File: config.mk
export PLATFORM = sky130hd
export DESIGN_NAME = div8bc2_seq
export DESIGN_NICKNAME = d
export VERILOG_FILES = /design/src/rtl/div8bc2_seq.sv
export SDC_FILE = /design/constraint.sdc
export NUM_CORES = 1
export LEC_CHECK = 0
export ABC_AREA = 1
export CELL_PAD_IN_SITES_DETAIL_PLACEMENT = 0
export CELL_PAD_IN_SITES_GLOBAL_PLACEMENT = 1
export CORE_ASPECT_RATIO = 0.8
export CORE_MARGIN = 2
export CORE_UTILIZATION = 45
export DETAILED_ROUTE_END_ITERATION = 10
export MAX_ROUTING_LAYER = met4
export PLACE_DENSITY = 0.83
export SYNTH_ARGS = -nofsm -noshare
export SYNTH_HDL_FRONTEND = slang
export SYNTH_SLANG_ARGS = --single-unit
File: constraint.sdc
create_clock -name clk -period 4.9 [get_ports clk]
set_input_delay 0.49 -clock clk [delete_from_list [all_inputs] [get_ports clk]]
set_output_delay 0.49 -clock clk [all_outputs]
set_load 0.01 [all_outputs]
File: src/rtl/div8bc2_seq.sv
// div8bc2_seq: multi-cycle signed divider, restoring shift-subtract on magnitudes, one quotient bit per clock
module div8bc2_seq #(
  parameter int DATA_W = 8
) (
  input  logic              clk,
  input  logic              rst_n,
  input  logic              start_i,
  input  logic [DATA_W-1:0] a_i,
  input  logic [DATA_W-1:0] b_i,
  output logic              busy_o,
  output logic              done_o,
  output logic [DATA_W-1:0] quotient_o,
  output logic [DATA_W-1:0] remainder_o,
  output logic              div_by_zero_o,
  output logic              overflow_o
);
  localparam int W  = DATA_W;
  localparam int CW = $clog2(W + 1);
  localparam logic [CW-1:0] ITER = CW'(W);
  typedef enum logic [1:0] {IDLE, CALC, FIN} state_t;
  state_t        state_q;
  logic [W-1:0]  dvd_q;
  logic [W:0]    dvs_q;
  logic [W:0]    rem_q;
  logic [CW-1:0] cnt_q;
  logic          q_sign_q;
  logic          r_sign_q;
  logic          dz_q;
  logic [W:0]    a_ext;
  logic [W:0]    b_ext;
  logic [W:0]    a_mag;
  logic [W:0]    b_mag;
  logic [W:0]    rem_sh;
  logic          rem_ge;
  logic [W:0]    rem_d;
  logic [W-1:0]  dvd_d;
  logic [W-1:0]  q_res;
  logic [W-1:0]  r_res;
  // Operand magnitudes (W+1 bits so the most negative value fits), one restoring step, and sign fix-up
  always_comb begin
    a_ext  = {a_i[W-1], a_i};
    b_ext  = {b_i[W-1], b_i};
    a_mag  = a_i[W-1] ? -a_ext : a_ext;
    b_mag  = b_i[W-1] ? -b_ext : b_ext;
    rem_sh = {rem_q[W-1:0], dvd_q[W-1]};
    rem_ge = rem_sh >= dvs_q;
    rem_d  = rem_ge ? rem_sh - dvs_q : rem_sh;
    dvd_d  = {dvd_q[W-2:0], rem_ge};
    q_res  = q_sign_q ? -dvd_q : dvd_q;
    r_res  = r_sign_q ? -rem_q[W-1:0] : rem_q[W-1:0];
  end
  // Control FSM with datapath registers and registered outputs; dvd_q holds the raw dividend on divide-by-zero
  always_ff @(posedge clk or negedge rst_n) begin
    if (!rst_n) begin
      state_q       <= IDLE;
      dvd_q         <= '0;
      dvs_q         <= '0;
      rem_q         <= '0;
      cnt_q         <= '0;
      q_sign_q      <= 1'b0;
      r_sign_q      <= 1'b0;
      dz_q          <= 1'b0;
      busy_o        <= 1'b0;
      done_o        <= 1'b0;
      quotient_o    <= '0;
      remainder_o   <= '0;
      div_by_zero_o <= 1'b0;
      overflow_o    <= 1'b0;
    end else begin
      case (state_q)
        IDLE: begin
          done_o <= 1'b0;
          if (start_i) begin
            div_by_zero_o <= 1'b0;
            overflow_o    <= 1'b0;
            busy_o        <= 1'b1;
            q_sign_q      <= a_i[W-1] ^ b_i[W-1];
            r_sign_q      <= a_i[W-1];
            rem_q         <= '0;
            cnt_q         <= ITER;
            dvs_q         <= b_mag;
            dz_q          <= b_i == '0;
            dvd_q         <= b_i == '0 ? a_i : a_mag[W-1:0];
            state_q       <= b_i == '0 ? FIN : CALC;
          end
        end
        CALC: begin
          rem_q <= rem_d;
          dvd_q <= dvd_d;
          cnt_q <= cnt_q - CW'(1);
          if (cnt_q == CW'(1)) state_q <= FIN;
        end
        FIN: begin
          state_q       <= IDLE;
          busy_o        <= 1'b0;
          done_o        <= 1'b1;
          quotient_o    <= dz_q ? '1 : q_res;
          remainder_o   <= dz_q ? dvd_q : r_res;
          div_by_zero_o <= dz_q;
          overflow_o    <= ~dz_q & ~q_sign_q & dvd_q[W-1];
        end
        default: state_q <= IDLE;
      endcase
    end
  end
endmodule

* Word-level counts from Yosys, hierarchy flattened
Index checks and enable logic that the tools add are counted.
** Storage, ports and cells
- Register bits after elaboration :: 54
- Latch bits :: 0
- Memory bits (writable) :: 0
- Bits in read-only memories :: 0
- Bits of input ports :: 19
- Output and inout bits :: 20
- Word-level logic and storage cells :: 63
- Memories :: 0
** Operators by class
- Add/subtract/negate cells :: 6
- Multipliers :: 0
- Divide/modulo/power cells :: 0
- Order comparisons :: 1
- Equal/unequal tests :: 5
- Shift-type cells :: 0
- Mux-type cells :: 24
- Bitwise operators :: 5
- Reduce and logical (&&, ||, !) cells :: 8
** Operators with widths (number)
- $mux W8 :: 9
- $pmux W8 S2 :: 2
- $neg A8 Y8 :: 3
- $ge A9 B9 Y1 :: 1
- $mux W9 :: 1
- $neg A9 Y9 :: 1
- $logic_not A8 Y1 :: 1
- $pmux W1 S2 :: 4
- $pmux W4 S2 :: 1
- $reduce_and A2 Y1 :: 4
- $sub A8 B8 Y8 :: 1
- $mux W2 :: 3
- $eq A4 B1 Y1 const B :: 1
- $mux W4 :: 1
- $ne A2 B2 Y1 const B :: 2
- $pmux W2 S2 :: 1
- $reduce_bool A2 Y1 :: 2
- $sub A4 B1 Y4 const B :: 1
- $and A1 B1 Y1 :: 2
- $eq A2 B1 Y1 const B :: 1
- $eq A2 B2 Y1 const B :: 1
- $logic_not A2 Y1 :: 1
- $mux W1 :: 2
- $not A1 Y1 :: 2
- $xor A1 B1 Y1 :: 1

* Logic depth before layout (Yosys ltp)
Gate-level depths: netlist of the first run.
- Word-level depth :: 5
- Depth in mapped cells :: 12
- Depth with buffers taken out :: 12

* Worst setup path after synthesis of the first run
OpenSTA, ideal clock, no wires.
- Kind :: reg-to-reg
- Start :: register dvd_q[7]
- End :: register rem_q[6]
- Setup time :: 0.125 ns
- Arrival :: 1.551 ns
- Required time :: 4.775 ns
- Slack :: 3.224 ns
- Cell stages (with the launch flop) :: 13
- Path buffers :: 0
- Clock period less this slack :: 1.676 ns
- Path through :: dfrtp_1 -> inv_1 -> ha_1 -> inv_1 -> fa_1 -> nand3_1 -> nand2_1 -> nand2_1 -> nand2_1 -> nand2_1 -> nand2_1 -> nand3_1 -> nand3_1
** Between the ends
- Longest elaborated chain between the ends :: 3
- Elaborated cells on any way between the ends :: 4
- Those cells by class :: 1 x add/sub; 1 x order compare; 2 x mux
** Ends and longest elaborated chain
- from (decl) :: RTL line 22 : logic [W-1:0] dvd_q;
- from (signal assigned) :: RTL line 83 : dvd_q <= b_i == '0 ? a_i : a_mag[W-1:0];
- from (signal assigned) :: RTL line 89 : dvd_q <= dvd_d;
- $sub A8 B8 Y8 or $ge A9 B9 Y1 (tied branches) :: RTL line 47, 46
- $mux W8 (*) :: RTL line 47 : rem_d = rem_ge ? rem_sh - dvs_q : rem_sh;
- $pmux W8 S2 (*) :: RTL line 70 : case (state_q)
- to (signal assigned) :: RTL line 88 : rem_q <= rem_d;
- to (decl) :: RTL line 24 : logic [W:0] rem_q;
Every way passes the cells marked *; elsewhere a longest branch is shown, timed or not.
A chain may end at the register's enable or synchronous reset.

* Worst setup path after layout of the first run
Same ends and word-level chain as after synthesis.

==> results of run 1 <==
[final cells by class]
class | instances | area (sq um)
fillers | 723 | 3470
flip-flops and latches | 54 | 1350
inverters | 62 | 235
well taps | 105 | 131
repair buffers | 39 | 383
clock buffers | 5 | 68.8
multi-input cells | 324 | 1800
clock inverters | 3 | 21.3
[cells in the mapped netlist]
library cell    n  share of area, %
xnor2_1         3              0.76
a21o_1          1              0.22
a22oi_2         1              0.36
nand4_1        10               1.8
a22oi_1         1              0.22
a211oi_1        1              0.22
inv_1          54               5.8
xor2_1         12               3.0
o21ai_0        22               3.2
o211ai_1        3              0.65
o31ai_1         1              0.22
a21oi_1        15               2.2
buf_2           6              0.86
nand2_1       124                13
nand2_2         8               1.4
nor3_4          1              0.47
nor2_1         30               3.2
o221ai_1        4               1.0
buf_6           3              0.97
dfrtp_1        54                39
o21bai_1        3              0.65
nand2_4         1              0.32
fa_1            1              0.58
ha_1           15               5.4
nand3_1        40               5.8
o22ai_1         4              0.72
a21oi_4         1              0.47
a31oi_1         3              0.54
inv_2           7              0.76
or2_2           1              0.18
nand3b_1        1              0.22
nand3_2         3              0.86
nor2_2          2              0.36
buf_4           3              0.65
inv_4           1              0.18
nor2_4          5               1.6
o211ai_2        1              0.36
o21ai_1         3              0.43
nand4_4         1              0.61
a21oi_2         1              0.25
o21ai_2         1              0.25
[report_power, final]
group	leakage (nW)	total [mW]	internal, mW	switching (mW)
clock network	0.0441	0.256	0.101	0.155
logic	1.24	1.57	0.629	0.938
registers	0.668	0.827	0.644	0.183
total	1.95	2.65	1.37	1.28
[registers in the layout, indices dropped and copies added, names as in the netlist]
register and flops:
quotient_o 8, overflow_o 1, dvd_q 8, remainder_o 8, rem_q 8, div_by_zero_o 1
r_sign_q 1, dvs_q 9, state_q 2, q_sign_q 1, busy_o 1, cnt_q 4
dz_q 1, done_o 1
[cell families after synthesis]
family,Yosys count,synth area share (%)
AND/OR/NAND/NOR,227,30.3
buffers and inverters,74,9.25
AO/OA/AOI/OAI,66,11.9
flip-flops,54,38.9
adder cells (fa/ha/maj),16,5.97
XOR/XNOR,15,3.78
[metal layers]
layer	up-vias	track usage, %
li1	1546	-
met1	1390	32.3
met2	69	30.3
met3	7	2.95
met4	0	3.87
met5	-	-
[metrics by stage]
| step | instance area, sq um | utilization (%) |
|---|---|---|
| detailed placement | 3910 | 52.3 |
| CTS | 4000 | 53.5 |
| finish | 4000 | 53.5 |
| global route | 4000 | 53.5 |
| floorplan | 3480 | - |
| global placement | 3910 | 52.3 |
[worst paths after layout]
path                                     from             to  slack, ns  cells past startpoint
worst max register to register       dvd_q[7]       rem_q[6]       2.92                     12
worst min-delay path                    rst_n  div_by_zero_o       0.29                      2
worst min register to register  quotient_o[7]  quotient_o[7]       0.49                      2
min in group clk                quotient_o[7]  quotient_o[7]       0.49                      2
max in group asynchronous               rst_n       cnt_q[3]       4.12                      2
worst max-delay path                 dvd_q[7]       rem_q[6]       2.92                     12
==> summary.txt, run 1 <==
Detailed routing
  – Starting DRC count in detailed routing: 179
  – Total wire length: 8040 microns
  – Met1 wire length: 4450 microns
  – Top Metal Used: met4
  – Met3 WL: 269 microns
  – Antenna-violating nets left: 0
  – WL met2: 3260 microns
  – Routed length per instance: 13.6 microns
  – First-pass detailed-route iteration total: 4
  – DRC: 0
  – Routed via count: 3012
  – Drt via density: 5.09

Synthesis
  – Distinct cell type count after synthesis: 41
  – Sequential element share of the synthesized area: 38.9%
  – Post-synth net total: 487
  – #FFs+latches synth: 54
  – Syn. warnings: 0
  – Post-Synthesis Cells: 452
  – Mapped Area: 3480 sq um
  – Syn_area_per_cell: 7.69 sq um

Placed design
  – I/O Buffers: 38
  – Routability cong.: 0.853
  – HPWL after DPL: 6090 microns
  – Dpl cells: 584
  – DP Worst Slack: 2.68 ns

Timing
  – Final setup fails: 0
  – Max-slew headroom: 52.5%
  – Maximum achievable frequency: 0.506 GHz
  – Crit path time final: 1.98 ns
  – Final Cycle Share: 40.4%
  – Final worst setup slack: 2.92 ns
  – Post-route setup TNS: 0 ns
  – Worst slew pin tran: 0.713 ns
  – Final hold violation count: 0
  – RSZ-0062 raised after global routing: false
  – Slew Limit Fails: 0
  – Hold slack: 0.294 ns
  – Worst Skew: 0.0169 ns

Setup path
  – Top Family by Delay on Critical Path: adder cells
  – Most frequent CP cell: nand2_1
  – Crit-path max FO: 4
  – Buf+Inv Stages, Crit Path: 2
  – Worst Setup Path Type: register to register
  – Crit. End Element: register
  – Crit-path slowest cell: dfrtp_1
  – Critical path data required time: 5.11 ns
  – Worst EP arrival: 2.18 ns
  – CP Cell Sequence: inv_1 > ha_1 > inv_1 > fa_1 > nand3_1 > nand2_1 > nand2_1 > nand2_1 > nand2_1 > nand2_1 > nand3_1 > nand3_1
  – Delay of the slowest cell on the worst path: 0.42 ns
  – Crit path launch type: register

Clock network
  – Post-CTS Setup Bufs: 0
  – Cts-stage hold buffer count: 0
  – Clock-pin transition on the worst setup and hold timing paths: 0.11 ns
  – Root Driver: clkbuf_8
  – CTS tree: yes
  – Total CTS buffers: 5
  – Htree depth: 2
  – Post-cts resize count: 0
  – Clock sink count: 54
  – Maximum buffer depth of the clock tree: 2
  – Worst skew pair latency: 0.32 ns

Finish
  – Final net count: 521
  – Area Overhead vs Synth: 14.9%
  – Finished Layout Cells: 592
  – Commonest cells after routing, fill and taps aside: nand2_1, inv_1, dfrtp_1, nand3_1, clkdlybuf4s50_1
  – Layout cells sized above 1: 9.24%
  – ANT cells: 0
  – Commonest non-fill, non-tap cell in the layout: nand2_1

Pwr
  – Peak supply drop: 0.312 mV
  – Pwr/cell area: 663 nW/um^2
  – Leakage: 1.95 nW
  – PnR Total Power: 2.65 mW

Die
  – Die height: 82.6 microns
  – Core footprint: 7460 sq um
  – # IOs: 39
  – Total die area: 8450 sq um
  – Starting Density: 46.6%
  – Die X: 102 microns
  – Num rows: 28

Global route
  – Overall Global Routing Usage: 21.2%
  – Vias in the first global route: 2787
  – First-pass GRT wire length: 13600 microns
  – Global route overflow: 0
  – Number of antenna violations at the first check in global routing: 0
  – Largest net degree at the start of global routing: 55

Status
  – Status: complete, no violations

Job
  – Max Cap Violations: 0

Worst hold path
  – Worst min path class: primary input to async pin
Power figures use the tool's default switching activity.
==> inputs of run 2 (changes only) <==
--- a/config.mk
+++ b/config.mk
@@ -10,10 +10,10 @@
 export CELL_PAD_IN_SITES_GLOBAL_PLACEMENT = 1
 export CORE_ASPECT_RATIO = 0.8
 export CORE_MARGIN = 2
-export CORE_UTILIZATION = 45
+export CORE_UTILIZATION = 42
 export DETAILED_ROUTE_END_ITERATION = 10
 export MAX_ROUTING_LAYER = met4
-export PLACE_DENSITY = 0.83
+export PLACE_DENSITY = 0.78
 export SYNTH_ARGS = -nofsm -noshare
 export SYNTH_HDL_FRONTEND = slang
 export SYNTH_SLANG_ARGS = --single-unit
==> constraint.sdc (replaced) <==
create_clock -name clk -period 1.9 [get_ports clk]
set_input_delay 0.19 -clock clk [delete_from_list [all_inputs] [get_ports clk]]
set_output_delay 0.19 -clock clk [all_outputs]
set_load 0.01 [all_outputs]
==> summary.txt, run 2 (synthesis results as in run 1) <==
Finish
  – Largest Register: dvs_q
  – Layout cells sized above 1: 13.9% (+4.6 points)
  – Commonest non-fill, non-tap cell in the layout: nand2_1
  – # fillers: 800 (+11%)
  – Core Util, Final: 53.3% (-0.23 points)
  – ANT cells: 0 (unchanged)
  – Area Overhead vs Synth: 22.4%
  – Final instance area: 4260 sq um (+6.5%)
  – Finished Layout Cells: 613 (+3.5%)
  – Final net count: 540 (+3.6%)
  – Max reg flops: 9 (unchanged)
  – Commonest cells after routing, fill and taps aside: nand2_1, inv_1, dfrtp_1, nand3_1, clkdlybuf4s50_1

Setup path
  – Critical path data required time: 2.15 ns (-2.96 ns)
  – Crit. End Element: register
  – Worst Setup Path Type: register to register
  – Crit path launch type: register
  – R2R depth: 9 (-3)
  – Crit-path max FO: 8 (+4)
  – Worst EP arrival: 2.01 ns (-0.17 ns)

Detailed routing
  – Total wire length: 8310 microns (+3.3%)
  – Routed via count: 3073 (+2.0%)
  – DRC: 0 (unchanged)
  – Antenna-violating nets left: 0 (unchanged)
  – Routed length per instance: 13.6 microns (-0.21%)
  – First-pass detailed-route iteration total: 5 (+1)
  – Drt via density: 5.01 (-1.5%)
  – Starting DRC count in detailed routing: 107 (-40%)

Die
  – # IOs: 39 (unchanged)
  – Total die area: 9030 sq um (+6.8%)
  – Num rows: 29 (+3.6%)
  – Die X: 106 microns (+3.4%)
  – Core footprint: 7980 sq um (+7.0%)
  – Starting Density: 43.6% (-3.0 points)
  – Die height: 85.4 microns (+3.3%)

Placed design
  – Routability cong.: 0.860 (+0.87%)
  – Dpl cell area: 4020 sq um (+2.9%)
  – I/O Buffers: 38 (unchanged)
  – Dpl cells: 600 (+2.7%)
  – HPWL after DPL: 6430 microns (+5.6%)
  – DP Worst Slack: 0.0365 ns (-2.65 ns)

Global route
  – Overall Global Routing Usage: 20.6% (-0.70 points)
  – Global route overflow: 0 (unchanged)
  – First-pass GRT wire length: 14500 microns (+6.2%)
  – Largest net degree at the start of global routing: 31 (-44%)
  – Vias in the first global route: 2975 (+6.7%)
  – Number of antenna violations at the first check in global routing: 0 (unchanged)

Clock network
  – Total CTS buffers: 5 (unchanged)
  – Maximum buffer depth of the clock tree: 2 (unchanged)
  – Worst skew pair latency: 0.30 ns (-0.02 ns)
  – Clock-pin transition on the worst setup and hold timing paths: 0.10 ns (about the same)
  – Clock sink count: 54 (unchanged)
  – Htree depth: 2 (unchanged)
  – Root Driver: clkbuf_8
  – CTS tree: yes

Worst hold path
  – Worst min path class: primary input to async pin

Timing
  – Max-slew headroom: 60.0% (+7.6 points)
  – Final setup fails: 0 (unchanged)
  – Maximum achievable frequency: 0.568 GHz (+12%)
  – Crit path time final: 1.76 ns (-0.216 ns)
  – Final Cycle Share: 92.7% (+52 points)
  – Hold slack: 0.420 ns (+0.126 ns)
  – Worst slew pin tran: 0.600 ns (-0.113 ns)
  – Slew Limit Fails: 0 (unchanged)
  – Worst Skew: 0.00578 ns (-0.0111 ns)
  – Post-route setup TNS: 0 ns (unchanged)
  – Final worst setup slack: 0.138 ns (-2.78 ns)
  – Final hold violation count: 0 (unchanged)

Job
  – Max Cap Violations: 0 (unchanged)

Pwr
  – Peak supply drop: 0.678 mV (+120%)
  – Pwr/cell area: 1760 nW/um^2 (+170%)
  – Leakage: 2.06 nW (+5.5%)
  – PnR Total Power: 7.49 mW (+180%)

Status
  – Status: complete, no violations
[run 2: area by class of cell]
class	instances	area, sq um	area share [%]
Multi-Input combinational cell	325	1890	44.3
Sequential cell	54	1350	31.8
Tap cell	108	135	3.18
Clock inverter	1	30.0	0.706
Inverter	62	235	5.53
Clock buffer	6	82.6	1.94
Timing Repair Buffer	57	533	12.5
[run 2: metal layers]
metal	wire, microns	global-route usage, %	share of wire (%)
met5	0	-	0
met4	55	3.95	0.66
met3	246	2.53	3.0
met2	3400	29.0	41
met1	4600	31.6	55
[run 2: final timing paths]
| kind | from | to | slack, ns |
|---|---|---|---|
| min in group clk | b_i[0] | dvs_q[0] | 0.48 |
| max in group asynchronous | rst_n | rem_q[0] | 0.90 |
| setup reg to reg | dvs_q[6] | rem_q[3] | 0.14 |
| hold reg to reg | done_o | done_o | 0.49 |
| setup / recovery | dvs_q[6] | rem_q[3] | 0.14 |
| hold / removal | rst_n | remainder_o[7] | 0.42 |
[run 2: where the power goes]
group | switching (mW) | leakage, nW | internal [mW] | total [mW]
Clock | 0.376 | 0.0573 | 0.422 | 0.798
Sequential | 0.415 | 0.667 | 1.67 | 2.08
Combinational | 2.61 | 1.33 | 2.00 | 4.61
[run 2: what timing repair did]
item / 4_1_cts / 5_1_grt
hold endpoints to repair: 24 / 0
gates resized for setup: 0 / 9
setup endpoints to repair: 0 / 8
hold buffers: 1 / 0
buffers inserted: 0 / 4
[run 2: critical path, stage by stage (launching register included)]
cell and delay (ns):
dfrtp_1 0.39, inv_1 0.14, ha_4 0.24, nand2_1 0.06, nand2_1 0.10, a21oi_4 0.20, nand4_4 0.17, nor2_4 0.25
nand2_1 0.07, nand3_1 0.08
==> edit (config.mk and constraints of run 2) <==
Register the output `overflow_o` once more, without a reset; this adds one clock of latency there. The other outputs are not delayed to match.
--- a/src/rtl/div8bc2_seq.sv
+++ b/src/rtl/div8bc2_seq.sv
@@ -20,2 +20,4 @@
   typedef enum logic [1:0] {IDLE, CALC, FIN} state_t;
+
+  logic overflow_s0;
   state_t        state_q;
@@ -67,3 +69,3 @@
       div_by_zero_o <= 1'b0;
-      overflow_o    <= 1'b0;
+      overflow_s0   <= 1'b0;
     end else begin
@@ -74,3 +76,3 @@
             div_by_zero_o <= 1'b0;
-            overflow_o    <= 1'b0;
+            overflow_s0   <= 1'b0;
             busy_o        <= 1'b1;
@@ -99,3 +101,3 @@
           div_by_zero_o <= dz_q;
-          overflow_o    <= ~dz_q & ~q_sign_q & dvd_q[W-1];
+          overflow_s0   <= ~dz_q & ~q_sign_q & dvd_q[W-1];
         end
@@ -105,2 +107,6 @@
   end
+  always_ff @(posedge clk) begin
+    overflow_o <= overflow_s0;
+  end
+
 endmodule
Function: no difference found for any inputs over 10 cycles, from zero or initial values and one cycle with rst_n low; that may be too few to reach the edited logic, so the function may still have changed.
==> edit against run 2 <==
- combinational power increased by 3%
- setup slack better by 0.022 ns
- sequential cell count up 1
- via count is 0.20% higher
- area after synthesis is 0.58% higher
- cell area is 1.4% higher
- hold slack got worse by 0.044 ns
- wire length is 3.4% higher
- power is 1.9% higher
- non-clock buffer count rose by 2
- first-iteration DRC count is 75% higher
- clock skew rose by 0.0056 ns
- critical path type unchanged
==> edit: results (changes against run 2) <==
| Metric | Value |
|---|---|
| Final clock skew | 0.01137 ns (+0.005582 ns) |
| Largest net degree at the start of global routing | 35 (+13%) |
| Placer congestion estimate | 0.8317 (-3.3%) |
| Via count of the first global-routing pass | 3018 (+1.4%) |
| Number of placed cells counting well taps | 602 (+0.33%) |
| Share of synthesized flip-flops with an asynchronous set or reset | 0.9818 (-0.01818) |
| Cell Area, Placed | 4059 um2 (+1.0%) |
| Initial DRT Pass Iterations | 4 (-1) |
| First-pass GRT wire length | 14.77 mm (+2.0%) |
| Number of standard cells in the layout, taps in and fillers out | 615 (+0.33%) |
| Adder and majority cell fraction of the synthesized area | 0.05939 (-0.0003419) |
| Number of distinct standard cells referenced by the synthesized netlist | 42 (+2.4%) |
| Relative contribution of sequential cells to total power | 0.277 (about the same) |
| Final HPWL DP | 6.545 mm (+1.7%) |
| Total leakage power | 2.072 nW (+0.79%) |
| Average vias per placed instance | 5.007 (-0.13%) |
| Wire length reported by the detailed router | 8.589 mm (+3.4%) |
| FILL cells | 808 (+1.0%) |
| Result of the run | finished, final reports clean |
| Area share of xor/xnor cells in the synthesized design | 0.03757 (-0.0002163) |
| Area contributors post-synth | dfrtp_1, nand2_1, inv_1 |
| GRT Total Usage | 0.2107 (+0.005238) |
| Count of mapped cells out of synthesis | 453 (+0.22%) |
| Maximum VDD drop | 0.7037 mV (+3.8%) |
| Compound-Gate Fraction of Synth Area | 0.1181 (-0.0006798) |
| Number of DRC markers after the initial detailed-route iteration | 187 (+75%) |
| Slew Limit Headroom | 0.6546 (+0.05436) |
-- edit: changes by cell type after synthesis, sizes merged --
| cell | run 2 | this run |
|---|---|---|
| dfxtp | 0 | 1 |
-- edit: cell type report --
type | instances | area, um2 | area share
well taps | 108 | 135.1 | 0.03130
repair buffers | 59 | 573.1 | 0.1328
clock inverters | 2 | 37.54 | 0.008696
inverters | 62 | 235.2 | 0.05449
clock buffers | 5 | 68.82 | 0.01594
flip-flops and latches | 55 | 1373 | 0.3180
multi-input cells | 324 | 1894 | 0.4388
-- edit: path summary, 6_finish.rpt --
kind,start,to,slack (ns),depth (start not counted)
setup / recovery,dvs_q[3],rem_q[6],0.16,11
hold / removal,rst_n,quotient_o[7],0.38,2
setup reg to reg,dvs_q[3],rem_q[6],0.16,11
hold reg to reg,overflow_s0,overflow_o,0.40,0
max in group asynchronous,rst_n,rem_q[0],0.95,3
min in group clk,overflow_s0,overflow_o,0.40,0
-- edit: metrics by stage --
stage	setup WS (ns)	hold WS (ns)
after global routing	-0.002025	0.4197
final	0.1605	0.3757
after floorplan	0.2238	-0.1056
after detailed placement	-0.008946	0.1967
after CTS	0.06214	0.3965
after global placement	0.06147	0.1925
-- edit: critical path, delay by kind of cell (launching register included) --
| kind | cells | cell delay (ns) |
|---|---|---|
| adder cells (fa/ha/maj) | 1 | 0.23 |
| buffers and inverters | 2 | 0.16 |
| flip-flops | 1 | 0.39 |
| AND/OR/NAND/NOR | 8 | 0.89 |
-- edit: layer usage --
layer | vias to the layer above | routed length, um | GRT usage
li1 | 1583 | - | -
met1 | 1430 | 4621 | 0.3117
met2 | 61 | 3601 | 0.3132
met3 | 5 | 313 | 0.02736
met4 | 0 | 53 | 0.03947
met5 | - | 0 | -
